### config.mk
export PLATFORM = sky130hd
export DESIGN_NAME = scarv_cop_mem_bridge_flat
export DESIGN_NICKNAME = d
export VERILOG_FILES = /design/src/rtl/scarv_cop_bus_pkg.sv /design/src/rtl/scarv_cop_mem_bridge_if.sv /design/src/rtl/scarv_cop_mem_bridge.sv /design/src/flat_wrapper.sv
export SDC_FILE = /design/constraint.sdc
export NUM_CORES = 1
export LEC_CHECK = 0
export BUFFER_PORTS_ARGS = -buffer_cell sky130_fd_sc_hd__buf_2
export CORE_MARGIN = 2
export CORE_UTILIZATION = 48
export CTS_CLUSTER_SIZE = 24
export DETAILED_ROUTE_END_ITERATION = 16
export PLACE_DENSITY = 0.9
export SLEW_MARGIN = 30
export SYNTH_ARGS = -nofsm -noshare
export SYNTH_HDL_FRONTEND = slang
export SYNTH_SLANG_ARGS = --single-unit
### constraint.sdc
create_clock -name g_clk -period 2.5 [get_ports g_clk]
set_input_delay 0.25 -clock g_clk [delete_from_list [all_inputs] [get_ports g_clk]]
set_output_delay 0.25 -clock g_clk [all_outputs]
set_load 0.005 [all_outputs]
### src/rtl/scarv_cop_bus_pkg.sv
// Shared definitions for the coprocessor memory bridge: FSM state encoding,
// the default response timeout, and store-masking helpers.
package scarv_cop_bus_pkg;

  // Bridge FSM state encoding.
  localparam logic [1:0] ST_IDLE = 2'd0;
  localparam logic [1:0] ST_REQ  = 2'd1;
  localparam logic [1:0] ST_WAIT = 2'd2;
  localparam logic [1:0] ST_RESP = 2'd3;

  // Default number of WAIT cycles before a response is synthesised as an error.
  localparam int BUS_TIMEOUT_DEFAULT = 255;

  // Loads never carry write data onto the bus.
  function automatic logic [31:0] store_only_data(input logic wen, input logic [31:0] data);
    return wen ? data : 32'h0;
  endfunction

  // Loads never carry byte enables onto the bus.
  function automatic logic [3:0] store_only_ben(input logic wen, input logic [3:0] ben);
    return wen ? ben : 4'h0;
  endfunction

endpackage

### src/rtl/scarv_cop_mem_bridge_if.sv
// Shared memory bus: single-outstanding request/grant with a separate
// response phase. The bridge is the master, the memory side the slave.
interface scarv_cop_mem_bridge_if;

  logic        bus_req;
  logic        bus_wen;
  logic [31:0] bus_addr;
  logic [31:0] bus_wdata;
  logic [3:0]  bus_ben;
  logic        bus_gnt;
  logic        bus_rvalid;
  logic [31:0] bus_rdata;
  logic        bus_error;

  modport master (
    output bus_req, bus_wen, bus_addr, bus_wdata, bus_ben,
    input  bus_gnt, bus_rvalid, bus_rdata, bus_error
  );

  modport slave (
    input  bus_req, bus_wen, bus_addr, bus_wdata, bus_ben,
    output bus_gnt, bus_rvalid, bus_rdata, bus_error
  );

endinterface

### src/rtl/scarv_cop_mem_bridge.sv
// Converts the coprocessor load/store unit's hold-until-not-stalled port into
// a registered, single-outstanding bus transaction with a response timeout.
// Captured response data is only visible in the response cycle and is wiped
// afterwards so operands do not linger in the bridge.
module scarv_cop_mem_bridge
  import scarv_cop_bus_pkg::*;
#(
  parameter int TO_W    = 8,
  parameter int TIMEOUT = BUS_TIMEOUT_DEFAULT
) (
  input  logic        g_clk,
  input  logic        g_resetn,

  input  logic        cop_mem_cen,
  input  logic        cop_mem_wen,
  input  logic [31:0] cop_mem_addr,
  input  logic [31:0] cop_mem_wdata,
  input  logic [3:0]  cop_mem_ben,
  output logic [31:0] cop_mem_rdata,
  output logic        cop_mem_stall,
  output logic        cop_mem_error,

  scarv_cop_mem_bridge_if.master bus
);

  localparam logic [TO_W-1:0] TO_MAX   = '1;
  localparam logic [TO_W-1:0] TO_LIMIT = TO_W'(TIMEOUT);
  localparam bit              TO_EN    = (TIMEOUT != 0);

  logic [1:0]      state_reg,     state_next;
  logic            req_wen_reg,   req_wen_next;
  logic [31:0]     req_addr_reg,  req_addr_next;
  logic [31:0]     req_wdata_reg, req_wdata_next;
  logic [3:0]      req_ben_reg,   req_ben_next;
  logic [31:0]     rsp_rdata_reg, rsp_rdata_next;
  logic            rsp_error_reg, rsp_error_next;
  logic [TO_W-1:0] to_cnt_reg,    to_cnt_next;

  logic [TO_W-1:0] to_cnt_inc;
  logic            to_expired;
  logic            in_req;
  logic            in_resp;

  // Saturating increment; expiry is judged on the value the counter is about to reach.
  always_comb begin
    to_cnt_inc = (to_cnt_reg == TO_MAX) ? to_cnt_reg : to_cnt_reg + 1'b1;
    to_expired = TO_EN && (to_cnt_inc == TO_LIMIT);
  end

  // Next-state and register-update decode for the transaction FSM.
  always_comb begin
    state_next     = state_reg;
    req_wen_next   = req_wen_reg;
    req_addr_next  = req_addr_reg;
    req_wdata_next = req_wdata_reg;
    req_ben_next   = req_ben_reg;
    rsp_rdata_next = rsp_rdata_reg;
    rsp_error_next = rsp_error_reg;
    to_cnt_next    = to_cnt_reg;

    case (state_reg)
      ST_IDLE: begin
        if (cop_mem_cen) begin
          req_wen_next   = cop_mem_wen;
          req_addr_next  = cop_mem_addr;
          req_wdata_next = store_only_data(cop_mem_wen, cop_mem_wdata);
          req_ben_next   = store_only_ben(cop_mem_wen, cop_mem_ben);
          state_next     = ST_REQ;
        end
      end

      ST_REQ: begin
        // Any rvalid seen here belongs to an abandoned transaction or is a
        // protocol violation; only the grant matters.
        if (bus.bus_gnt) begin
          to_cnt_next = '0;
          state_next  = ST_WAIT;
        end
      end

      ST_WAIT: begin
        to_cnt_next = to_cnt_inc;
        if (bus.bus_rvalid) begin
          rsp_rdata_next = req_wen_reg ? 32'h0 : bus.bus_rdata;
          rsp_error_next = bus.bus_error;
          state_next     = ST_RESP;
        end else if (to_expired) begin
          rsp_rdata_next = 32'h0;
          rsp_error_next = 1'b1;
          state_next     = ST_RESP;
        end
      end

      ST_RESP: begin
        // The response is presented for exactly this cycle, then wiped.
        rsp_rdata_next = 32'h0;
        rsp_error_next = 1'b0;
        if (cop_mem_cen) begin
          // Back-to-back: the next request skips IDLE entirely.
          req_wen_next   = cop_mem_wen;
          req_addr_next  = cop_mem_addr;
          req_wdata_next = store_only_data(cop_mem_wen, cop_mem_wdata);
          req_ben_next   = store_only_ben(cop_mem_wen, cop_mem_ben);
          state_next     = ST_REQ;
        end else begin
          req_wen_next   = 1'b0;
          req_addr_next  = 32'h0;
          req_wdata_next = 32'h0;
          req_ben_next   = 4'h0;
          state_next     = ST_IDLE;
        end
      end

      default: begin
        state_next = ST_IDLE;
      end
    endcase
  end

  // State and data registers, cleared asynchronously so no secret survives a reset.
  always_ff @(posedge g_clk or negedge g_resetn) begin
    if (!g_resetn) begin
      state_reg     <= ST_IDLE;
      req_wen_reg   <= 1'b0;
      req_addr_reg  <= 32'h0;
      req_wdata_reg <= 32'h0;
      req_ben_reg   <= 4'h0;
      rsp_rdata_reg <= 32'h0;
      rsp_error_reg <= 1'b0;
      to_cnt_reg    <= '0;
    end else begin
      state_reg     <= state_next;
      req_wen_reg   <= req_wen_next;
      req_addr_reg  <= req_addr_next;
      req_wdata_reg <= req_wdata_next;
      req_ben_reg   <= req_ben_next;
      rsp_rdata_reg <= rsp_rdata_next;
      rsp_error_reg <= rsp_error_next;
      to_cnt_reg    <= to_cnt_next;
    end
  end

  // Outputs are decoded purely from state and registers; nothing flows through combinationally.
  always_comb begin
    in_req  = (state_reg == ST_REQ);
    in_resp = (state_reg == ST_RESP);
  end

  assign bus.bus_req    = in_req;
  assign bus.bus_wen    = in_req & req_wen_reg;
  assign bus.bus_addr   = in_req ? req_addr_reg  : 32'h0;
  assign bus.bus_wdata  = in_req ? req_wdata_reg : 32'h0;
  assign bus.bus_ben    = in_req ? req_ben_reg   : 4'h0;

  assign cop_mem_stall  = ~in_resp;
  assign cop_mem_rdata  = in_resp ? rsp_rdata_reg : 32'h0;
  assign cop_mem_error  = in_resp & rsp_error_reg;

endmodule

### src/flat_wrapper.sv
// flat-port wrapper written by rule: the top's interface ports become plain ports
module scarv_cop_mem_bridge_flat import scarv_cop_bus_pkg::*;
#(
  parameter int TO_W    = 8,
  parameter int TIMEOUT = BUS_TIMEOUT_DEFAULT
)
  (g_clk, g_resetn, cop_mem_cen, cop_mem_wen, cop_mem_addr, cop_mem_wdata, cop_mem_ben, cop_mem_rdata, cop_mem_stall, cop_mem_error, bus_bus_req, bus_bus_wen, bus_bus_addr, bus_bus_wdata, bus_bus_ben, bus_bus_gnt, bus_bus_rvalid, bus_bus_rdata, bus_bus_error);
  scarv_cop_mem_bridge_if bus_i ();
  input  logic g_clk;
  input  logic g_resetn;
  input  logic cop_mem_cen;
  input  logic cop_mem_wen;
  input  logic [31:0] cop_mem_addr;
  input  logic [31:0] cop_mem_wdata;
  input  logic [3:0] cop_mem_ben;
  output logic [31:0] cop_mem_rdata;
  output logic cop_mem_stall;
  output logic cop_mem_error;
  output wire logic [$bits(bus_i.bus_req)-1:0] bus_bus_req;
  output wire logic [$bits(bus_i.bus_wen)-1:0] bus_bus_wen;
  output wire logic [$bits(bus_i.bus_addr)-1:0] bus_bus_addr;
  output wire logic [$bits(bus_i.bus_wdata)-1:0] bus_bus_wdata;
  output wire logic [$bits(bus_i.bus_ben)-1:0] bus_bus_ben;
  input wire logic [$bits(bus_i.bus_gnt)-1:0] bus_bus_gnt;
  input wire logic [$bits(bus_i.bus_rvalid)-1:0] bus_bus_rvalid;
  input wire logic [$bits(bus_i.bus_rdata)-1:0] bus_bus_rdata;
  input wire logic [$bits(bus_i.bus_error)-1:0] bus_bus_error;
  assign bus_bus_req = bus_i.bus_req;
  assign bus_bus_wen = bus_i.bus_wen;
  assign bus_bus_addr = bus_i.bus_addr;
  assign bus_bus_wdata = bus_i.bus_wdata;
  assign bus_bus_ben = bus_i.bus_ben;
  assign bus_i.bus_gnt = bus_bus_gnt;
  assign bus_i.bus_rvalid = bus_bus_rvalid;
  assign bus_i.bus_rdata = bus_bus_rdata;
  assign bus_i.bus_error = bus_bus_error;
  scarv_cop_mem_bridge #(.TO_W(TO_W), .TIMEOUT(TIMEOUT)) u_core (.g_clk(g_clk), .g_resetn(g_resetn), .cop_mem_cen(cop_mem_cen), .cop_mem_wen(cop_mem_wen), .cop_mem_addr(cop_mem_addr), .cop_mem_wdata(cop_mem_wdata), .cop_mem_ben(cop_mem_ben), .cop_mem_rdata(cop_mem_rdata), .cop_mem_stall(cop_mem_stall), .cop_mem_error(cop_mem_error), .bus(bus_i));
endmodule
==> summary.md, run 1 <==
| Metric | Value |
|---|---|
| Status | `finished, final reports clean` |
| Worst IR Drop VDD | `0.526 mV` |
| Worst Setup End Kind | `flip-flop` |
| Worst rel slew slack | `47.3%` |
| Crit path max fanout | `16` |
| Synth Register Bits | `112` |
| Ys Warns | `0` |
| CTS clk-pin slew, worst paths | `0.12 ns` |
| Ports | `211` |
| Number of flops mapped to enable cells by yosys | `0` |
| Setup violators final | `0` |
| Core area | `0.0103 mm²` |
| Internal Power | `4530 µW` |
| Switching part of the total | `37.3%` |
| Worst R2R End | `u_core.rsp_rdata_reg[17]$_DFFE_PN0P_` |
| Root buffer cell | `clkbuf_8` |
| Worst Setup Start Kind | `flip-flop` |
| Clk buf depth | `2` |
| Worst-Margin Slew | `0.791 ns` |
| Share of the synthesized area in the top cell type | `55.1%` |
| Starting density of the core | `49.3%` |
| Register-to-Register Path Depth | `6` |
| GP Congestion | `0.936` |
| Mapped Avg Cell Area | `11.6 µm²` |
| Gr ovfl total | `0` |
| Max-Cap Viols | `0` |
| Post-Syn Area | `0.00508 mm²` |
| Final hold vios | `0` |
| HPWL Detailed | `9340 µm` |
| Crit path kind | `reg -> reg` |
| Cells along the critical path | `ha_1, and4_1, nor4b_2, o221a_4, o22ai_2, a22o_1` |
| Crit path largest cell delay | `0.60 ns` |
| Power Density | `1110 mW/mm²` |
| Setup WS post-layout | `0.0717 ns` |
| Worst Path Buf+Inv | `0` |
| Die Ht | `107 µm` |
| RSZ-0062 raised after global routing | `false` |
| Die Footprint | `0.0114 mm²` |
| ANT cells | `0` |
| Mapped Cells | `438` |
| Final min period | `2.43 ns` |
| Post-layout net count | `749` |
| Largest net degree at the start of global routing | `113` |
| Layout cells sized above 1 | `38.5%` |
| Max-slew violation count | `0` |
| Total GRT Usage | `22.8%` |
| Levels on crit path | `6` |
| Slowest cell on the critical path | `o22ai_2` |
| Async SR Flop Fraction | `100%` |
| Worst reg2reg setup slack | `0.07 ns` |
| Critical path launch point | `u_core.to_cnt_reg[0]$_DFFE_PN0P_` |
| Register area share after synthesis | `55.1%` |
| Port buffer count | `210` |
| Top post-synthesis cells by area | `dfrtp_1 55%, a22o_1 17%, and2_1 13%` |
| Power share of the clock group | `15.6%` |
| Crit share post-route | `97.1%` |
| Hold crit path type | `in -> reg` |
| WL final | `13300 µm` |
| Num rows | `37` |
| DR WL/cell | `17.0 µm` |
| Switching power | `2700 µW` |
| Die Wd | `107 µm` |
| Clock sinks | `112` |
| Total CTS buffers | `9` |
| Initial DRT Pass Iterations | `5` |
| CTS tree | `yes` |
| Initial antenna violation count | `0` |
| Commonest non-fill, non-tap cell in the layout | `buf_2` |
| DRC Markers | `0` |
| Global-route wire length before repair | `20900 µm` |
| Final Skew | `0.00979 ns` |
| Distinct cell type count after synthesis | `46` |
| Reg power frac | `42.9%` |
| Htree depth | `3` |
| CP Capture Point | `u_core.rsp_rdata_reg[17]$_DFFE_PN0P_` |
| Post-cts resize count | `0` |
| Commonest cells after routing, fill and taps aside | `209 x buf_2, 112 x dfrtp_1, 102 x and2_1` |
| Area grow syn2layout | `27.7%` |
| Setup TNS | `0 ns` |
| Clock latency on the worst-skew pair | `0.37 ns` |
| Top delay family on crit path | `compound AO/OA/AOI/OAI gates` |
| Fmax | `0.412 GHz` |
| Pleak | `0.00352 µW` |
| WP data required | `2.80 ns` |
| Post-Route Utilization | `62.9%` |
| CP arrival | `2.73 ns` |
| Combinational power share | `41.5%` |
| Yosys top cell by area | `dfrtp_1` |
| Via density | `5.54` |
| DRT antenna net count | `0` |
| Vias in the first global route | `4293` |
| Syn_nets | `550` |
| DR vias | `4313` |
| Main synth FF type | `dfrtp_1` |
| Critical R2R Launch | `u_core.to_cnt_reg[0]$_DFFE_PN0P_` |
| Initial DRC count | `364` |
| Place WS | `0.0468 ns` |
==> repair_timing <==
| item | in CTS | in global routing |
|---|---|---|
| endpoints found under the setup margin | 0 | 32 |
| setup buffers | 0 | 0 |
| hold buffers | 1 | 0 |
| hold endpoints to repair | 112 | 0 |
==> Yosys cell counts (all sizes together) (2+ instances only) <==
library cell  number
dfrtp            112
and2             102
a22o             101
clkbuf            25
buf                9
nand2              9
o21ai              9
inv                8
nor2               7
a21oi              5
ha                 5
nand3              5
a31oi              4
nand4              3
nor3               3
a21o               2
mux2i              2
o21a               2
o31a               2
or2b               2
==> cell families after synthesis <==
kind of cell             count (synthesis)  synth area share [%]
AND/OR/NAND/NOR                        139                  16.6
flip-flops                             112                  55.1
adder cells (fa/ha/maj)                  5                  1.23
buffers and inverters                   42                  3.64
multiplexers                             3                 0.615
AO/OA/AOI/OAI                          137                  22.8
==> power groups by stage <==
stage	Clock, µW	Sequential, µW	Combinational, µW
floorplan	0	2930	2120
global placement	0	3080	2810
global route	1220	3190	3310
detailed placement	0	3100	2980
CTS	1160	3080	2980
finish	1130	3100	3000
==> per-stage QoR <==
step / power [µW] / hold WS (ns) / instances / area, µm²
after global placement: 5890 / 0.374 / 760 / 6260
after floorplan: 5060 / -0.0456 / 438 / 5080
after global routing: 7720 / 0.0722 / 778 / 6490
final: 7230 / 0.0828 / 778 / 6490
after CTS: 7220 / 0.0622 / 777 / 6480
after detailed placement: 6080 / 0.377 / 760 / 6260
==> worst min path at each step <==
stage / start / end / slack, ns / cells after the start
2_1_floorplan: g_resetn / u_core.req_addr_reg[0]$_DFFE_PN0P_ / -0.05 / 0
3_3_place_gp: g_resetn / u_core.rsp_rdata_reg[22]$_DFFE_PN0P_ / 0.37 / 2
3_5_place_dp: g_resetn / u_core.rsp_rdata_reg[22]$_DFFE_PN0P_ / 0.38 / 2
4_1_cts: cop_mem_wdata[8] / u_core.req_wdata_reg[8]$_DFFE_PN0P_ / 0.06 / 2
5_1_grt: cop_mem_wdata[8] / u_core.req_wdata_reg[8]$_DFFE_PN0P_ / 0.07 / 2
6_report: cop_mem_wdata[0] / u_core.req_wdata_reg[0]$_DFFE_PN0P_ / 0.08 / 2
==> per-layer routing <==
metal  part of all wire [%]  track usage, %  wire length [µm]  vias up
met5                      0               0                 0        -
met4                    1.7            6.40               229        0
met3                    7.8            5.11              1040       28
met2                     48            38.6              6390      232
met1                     42            29.6              5600     2077
li1                       -               -                 -     1976
==> cell type report <==
class / count / area (µm²)
clock buffer: 9 / 124
clock inverter: 7 / 86.3
fill: 827 / 3830
inverter: 8 / 30.0
multi-input combinational: 285 / 2130
sequential: 112 / 2800
tap: 136 / 170
timing repair buffer: 221 / 1150
No activity file was read; power rests on OpenSTA's default activity.
==> inputs of run 2 (changes only) <==
ABC_CLOCK_PERIOD_IN_PS = 2100   (was default)
CORE_UTILIZATION = 44   (was 48)
PLACE_DENSITY = 0.87   (was 0.9)
clock period = 2.1 ns   (was 2.5 ns; I/O delays follow)
==> summary.md, run 2 (synthesis gave the netlist of run 1 again) <==
| Metric | Value |
|---|---|
| Layout cells sized above 1 | `39.5%` |
| Worst reg2reg setup slack | `0.12 ns` |
| HPWL Detailed | `9260 µm` |
| Clock sinks | `112` |
| Max-Cap Viols | `0` |
| Critical R2R Launch | `u_core.to_cnt_reg[0]$_DFFE_PN0P_` |
| Die Footprint | `0.0124 mm²` |
| Die Ht | `112 µm` |
| Top delay family on crit path | `compound AO/OA/AOI/OAI gates` |
| Met3 usage | `5.23%` |
| DRC Markers | `0` |
| Power Density | `1350 mW/mm²` |
| Initial antenna violation count | `0` |
| Setup violators final | `0` |
| Switching part of the total | `35.8%` |
| Cells along the critical path | `ha_4, and4_4, nor4b_4, o221a_4, o22ai_4, buf_12, a22o_1` |
| CTS clk-pin slew, worst paths | `0.07 ns` |
| Hold WS | `0.0710 ns` |
| Worst rel slew slack | `55.3%` |
| ANT cells | `0` |
| WL final | `13200 µm` |
| Switching power | `3260 µW` |
| Non-Filler Instances | `793` |
| Worst IR Drop VDD | `0.948 mV` |
| Status | `finished, final reports clean` |
| Slowest cell on the critical path | `dfrtp_1` |
| DR vias | `4257` |
| Post-layout net count | `757` |
| Crit share post-route | `94.4%` |
| Reg power frac | `40.6%` |
| DRT antenna net count | `0` |
| Commonest non-fill, non-tap cell in the layout | `buf_2` |
| Vias in the first global route | `4293` |
| Register-to-Register Path Depth | `7` |
| Crit path largest cell delay | `0.42 ns` |
| Core area | `0.0114 mm²` |
| Internal Power | `5840 µW` |
| Die Wd | `112 µm` |
| Worst-Margin Slew | `0.671 ns` |
| Combinational power share | `41.5%` |
| Placed Cells | `773` |
| Pleak | `0.00361 µW` |
| Worst hold stages | `2` |
| Hold Crit Endpoint | `u_core.req_wdata_reg[7]$_DFFE_PN0P_` |
| Levels on crit path | `7` |
| Fill cell count | `910` |
| Total power | `9100 µW` |
| Starting density of the core | `44.7%` |
| Global-route wire length before repair | `21800 µm` |
| Met2 Use GR | `36.3%` |
| GRT Max-Usage Layer | `met2` |
| Root buffer cell | `clkbuf_16` |
| Setup TNS | `0 ns` |
| Num rows | `39` |
| Clk buf depth | `2` |
| Via density | `5.37` |
| Fmax | `0.505 GHz` |
| Max-slew violation count | `0` |
| Total GRT Usage | `21.6%` |
| Clock latency on the worst-skew pair | `0.35 ns` |
| Initial DRC count | `261` |
| Gr ovfl total | `0` |
| GP Congestion | `0.851` |
| Power share of the clock group | `17.9%` |
| Port buffer count | `210` |
| CP arrival | `2.21 ns` |
| Worst R2R End | `u_core.rsp_rdata_reg[12]$_DFFE_PN0P_` |
| Total CTS buffers | `9` |
| Hold crit path type | `in -> reg` |
| Largest net degree at the start of global routing | `50` |
| Met1 GRT Util | `27.6%` |
| Final min period | `1.98 ns` |
| Worst Setup End Kind | `flip-flop` |
| Final hold vios | `0` |
| Htree depth | `3` |
| CTS tree | `yes` |
| Initial DRT Pass Iterations | `5` |
| Crit path max fanout | `16` |
| Final Skew | `0.00652 ns` |
| WP data required | `2.33 ns` |
| Hold Path Origin | `cop_mem_wdata[7]` |
| Commonest cells after routing, fill and taps aside | `209 x buf_2, 112 x dfrtp_1, 102 x and2_1` |
| DR WL/cell | `16.7 µm` |
| Area grow syn2layout | `32.1%` |
| Ports | `211` |
| Worst Path Buf+Inv | `1` |
| Crit path kind | `reg -> reg` |
| Worst Setup Start Kind | `flip-flop` |
==> run 2: changes by cell type in the layout (fill, tap and decap cells not counted), moves of 2 or more <==
| cell | before | now |
|---|---|---|
| buf_12 | 1 | 5 |
| inv_6 | 2 | 0 |
| clkbuf_16 | 0 | 9 |
| buf_4 | 10 | 14 |
| clkinvlp_4 | 1 | 3 |
| clkbuf_8 | 9 | 1 |
| clkinv_2 | 0 | 2 |
==> run 2: layer usage <==
layer  vias to the layer above  wire length, µm
met5                         -                0
met4                         0              241
met3                        18              994
met2                       187             6350
met1                      2056             5650
li1                       1996                -
==> run 2: worst max-delay path by stage <==
stage,start,end,slack [ns]
2_1_floorplan,u_core.to_cnt_reg[0]$_DFFE_PN0P_,u_core.state_reg[1]$_DFFE_PN0P_,0.10
3_3_place_gp,u_core.to_cnt_reg[0]$_DFFE_PN0P_,u_core.rsp_rdata_reg[24]$_DFFE_PN0P_,-0.04
3_5_place_dp,u_core.to_cnt_reg[0]$_DFFE_PN0P_,u_core.rsp_rdata_reg[28]$_DFFE_PN0P_,-0.18
4_1_cts,u_core.to_cnt_reg[0]$_DFFE_PN0P_,u_core.state_reg[1]$_DFFE_PN0P_,0.002
5_1_grt,u_core.state_reg[0]$_DFFE_PN0P_,u_core.to_cnt_reg[5]$_DFFE_PN0P_,-0.001
6_report,u_core.to_cnt_reg[0]$_DFFE_PN0P_,u_core.rsp_rdata_reg[12]$_DFFE_PN0P_,0.12
==> run 2: timing repair <==
| item | CTS | global route |
|---|---|---|
| hold endpoints to repair | 47 | 0 |
| hold buffers | 1 | 0 |
| setup buffers | 0 | 2 |
| setup endpoints to repair | 32 | 33 |
| resized for setup | 1 | 5 |
| cloned | 1 | 0 |
| pin swaps | 1 | 3 |
==> run 2: area by class of cell <==
cell class              instances  area, µm²  area share (%)
well taps                     143        179            2.66
inverters                       8       30.0           0.447
multi-input cells             285       2160            32.2
repair buffers                229       1260            18.8
clock buffers                  10        239            3.56
flip-flops and latches        112       2800            41.7
clock inverters                 6       43.8           0.652
==> run 2: worst register-to-register path, delay by kind of cell, from the launching register on <==
kind | cells | cell delay [ns]
flip-flops | 1 | 0.42
buffers and inverters | 1 | 0.17
AND/OR/NAND/NOR | 2 | 0.48
adder cells (fa/ha/maj) | 1 | 0.20
AO/OA/AOI/OAI | 3 | 0.60
==> run 2: per-stage QoR <==
stage          cell area (µm²)  worst slack, ns  utilization, %
2_1_floorplan             5080            0.101               -
3_3_place_gp              6350          -0.0435            55.9
3_5_place_dp              6350           -0.178            55.9
4_1_cts                   6670          0.00167            58.6
5_1_grt                   6720         -0.00140            59.1
6_report                  6720            0.118            59.1
==> run 2: power groups by stage <==
stage                     registers (µW)  clock network (µW)  logic (µW)
after CTS                           3670                1680        3720
after global placement              3650                   0        3460
final                               3690                1630        3780
after floorplan                     3490                   0        2530
after detailed placement            3670                   0        3650
after global routing                3800                1760        4180
==> inputs of run 3 (changes only) <==
ABC_AREA = 1   (was default)
CORE_UTILIZATION = 46   (was 44)
PLACE_DENSITY = 0.88   (was 0.87)
==> summary.md, run 3 <==
| Metric | Value |
|---|---|
| Post-Syn Area | `0.00593 mm²` |
| Distinct cell type count after synthesis | `23` |
| Largest net degree at the start of global routing | `102` |
| Gr ovfl total | `0` |
| Core area | `0.0126 mm²` |
| Final Skew | `0.00682 ns` |
| Final hold vios | `0` |
| Die Wd | `118 µm` |
| Share of the synthesized area in the top cell type | `47.3%` |
| Fmax | `0.501 GHz` |
| Async SR Flop Fraction | `100%` |
| Top delay family on crit path | `buffers and inverters` |
| Clk buf depth | `2` |
| Syn_nets | `957` |
| GP Congestion | `0.887` |
| Final min period | `2.00 ns` |
| Number of flops mapped to enable cells by yosys | `0` |
| Main synth FF type | `dfrtp_1` |
| Worst reg2reg setup slack | `0.15 ns` |
| Worst Setup End Kind | `output port` |
| DR vias | `5856` |
| Hold crit path type | `in -> reg` |
| Total power | `8990 µW` |
| Via density | `4.84` |
| Starting density of the core | `47.0%` |
| DRT antenna net count | `0` |
| Num rows | `41` |
| Die Ht | `118 µm` |
| Initial DRT Pass Iterations | `6` |
| Vias in the first global route | `5460` |
| DRC Markers | `0` |
| Area grow syn2layout | `27.0%` |
| Crit path kind | `reg -> out` |
| Crit path max fanout | `30` |
| Commonest non-fill, non-tap cell in the layout | `nand2_1` |
| Worst Path Buf+Inv | `4` |
| Register area share after synthesis | `47.3%` |
| Critical R2R Launch | `u_core.to_cnt_reg[1]$_DFFE_PN0P_` |
| Mapped Cells | `845` |
| Status | `finished, final reports clean` |
| Setup violators final | `0` |
| CTS clk-pin slew, worst paths | `0.07 ns` |
| DR WL/cell | `12.5 µm` |
| Total CTS buffers | `9` |
| Ports | `211` |
| Power Density | `1190 mW/mm²` |
| Worst rel slew slack | `65.2%` |
| Fill cell count | `1139` |
| Mapped Avg Cell Area | `7.01 µm²` |
| Hold Path Origin | `cop_mem_wdata[25]` |
| Critical path launch point | `u_core.state_reg[1]$_DFFE_PN0P_` |
| Die Footprint | `0.0138 mm²` |
| Worst-Margin Slew | `0.522 ns` |
| Most frequent cell after synthesis | `nand2_1` |
| HPWL Detailed | `10300 µm` |
| Cells along the critical path | `inv_1, ha_2, buf_4, nand2_1, inv_1, buf_2` |
| WL final | `15100 µm` |
| Initial DRC count | `558` |
| CTS tree | `yes` |
| Slowest cell on the critical path | `dfrtp_1` |
| Ys Warns | `0` |
| Setup TNS | `0 ns` |
| Pleak | `0.00497 µW` |
| Htree depth | `3` |
| Clock sinks | `112` |
| Place WS | `0.000718 ns` |
| Worst Setup Start Kind | `flip-flop` |
| Cell mode on critical path | `inv_1` |
| Root buffer cell | `clkbuf_16` |
| Commonest cells after routing, fill and taps aside | `233 x nand2_1, 209 x buf_2, 187 x inv_1` |
| Yosys top cell by area | `dfrtp_1` |
| ANT cells | `0` |
| Total GRT Usage | `22.1%` |
| Worst IR Drop VDD | `0.614 mV` |
| Setup WS post-layout | `0.104 ns` |
| Max-Cap Viols | `0` |
| Layout cells sized above 1 | `24.1%` |
| Max-slew violation count | `0` |
| Post-layout net count | `1144` |
| Global-route wire length before repair | `25100 µm` |
| Most instantiated cells after synthesis | `233 x nand2_1, 187 x inv_1, 147 x o21ai_0, 112 x dfrtp_1, 52 x nand3_1` |
| Post-Route Utilization | `59.6%` |
| WP data required | `1.89 ns` |
| CP arrival | `1.79 ns` |
| Crit path largest cell delay | `0.42 ns` |
| Port buffer count | `210` |
| Clock latency on the worst-skew pair | `0.35 ns` |
| Synth Register Bits | `112` |
| Top post-synthesis cells by area | `dfrtp_1 47%, nand2_1 15%, o21ai_0 12%` |
| Initial antenna violation count | `0` |
| Crit share post-route | `95.0%` |
-- run 3: changes by cell type in the layout (fill, tap and decap cells not counted), sizes merged, moves of 4 or more --
| cell | previous run | this run |
|---|---|---|
| o21ai | 9 | 148 |
| and2 | 102 | 0 |
| nand3 | 5 | 52 |
| inv | 9 | 189 |
| a31oi | 4 | 0 |
| a22o | 101 | 0 |
| nor2 | 7 | 44 |
| nand2 | 9 | 236 |
-- run 3: cells by family (layout without fill, tap and decap cells) --
| family | after synthesis | count (layout) | synth area share [%] |
|---|---|---|---|
| simple gates | 335 | 335 | 22.8 |
| buf+inv | 241 | 433 | 15.9 |
| compound gates | 151 | 151 | 12.8 |
| flops | 112 | 112 | 47.3 |
| fa+ha+maj | 5 | 5 | 1.06 |
| xor+xnor | 1 | 1 | 0.148 |
-- run 3: what timing repair did --
item / CTS / global route
endpoints found under the setup margin: 0 / 63
setup buffers: 0 / 3
hold buffers: 1 / 0
hold endpoints to repair: 36 / 0
resized for setup: 0 / 4
-- run 3: path summary, 6_finish.rpt --
path | endpoint | cells after the start
max | bus_bus_addr[0] | 6
min | u_core.req_wdata_reg[25]$_DFFE_PN0P_ | 3
max reg2reg | u_core.state_reg[0]$_DFFE_PN0P_ | 13
min reg2reg | u_core.rsp_rdata_reg[11]$_DFFE_PN0P_ | 2
max in group asynchronous | u_core.req_addr_reg[29]$_DFFE_PN0P_ | 3
min in group asynchronous | u_core.rsp_rdata_reg[21]$_DFFE_PN0P_ | 2
-- run 3: final cells by class --
class | count | area, µm² | area share, %
flip-flops and latches | 112 | 2800 | 37.2
well taps | 172 | 215 | 2.86
clock buffers | 12 | 256 | 3.41
multi-input cells | 492 | 2210 | 29.4
inverters | 190 | 713 | 9.48
clock inverters | 4 | 73.8 | 0.981
repair buffers | 227 | 1250 | 16.7
-- run 3: worst reg2reg max path, stage by stage (launching register included) --
cell and delay, ns:
dfrtp_1 0.38, ha_2 0.22, nand3_1 0.13, inv_2 0.11, nand2_2 0.10, nand3_1 0.12
nand3_1 0.08, nor2_1 0.11, nand2_1 0.09, nand2_4 0.13, buf_4 0.18, nand2_1 0.08
nand2_1 0.06, nand2_1 0.05
-- run 3: report_power, final --
group | internal, µW | switching [µW] | leakage, µW | total (µW)
Combinational | 1260 | 2410 | 0.00333 | 3670
Sequential | 2980 | 444 | 0.00148 | 3420
Clock | 1110 | 782 | 0.000163 | 1900
Total | 5350 | 3640 | 0.00497 | 8990
-- run 3: per-layer routing --
layer  wire length (µm)  vias to the layer above  GRT usage [%]
li1                   -                     2898              -
met1               6300                     2650           27.5
met2               7240                      274           36.8
met3               1210                       34           5.09
met4                369                        0           9.64
met5                  0                        -              0
-- run 3: through the flow --
| step | cells | instance area [µm²] | hold WS, ns |
|---|---|---|---|
| final | 1209 | 7520 | 0.0948 |
| after global routing | 1209 | 7520 | 0.0968 |
| after CTS | 1206 | 7480 | 0.0835 |
| after detailed placement | 1189 | 7140 | 0.219 |
| after global placement | 1189 | 7140 | 0.219 |
| after floorplan | 845 | 5930 | -0.0856 |
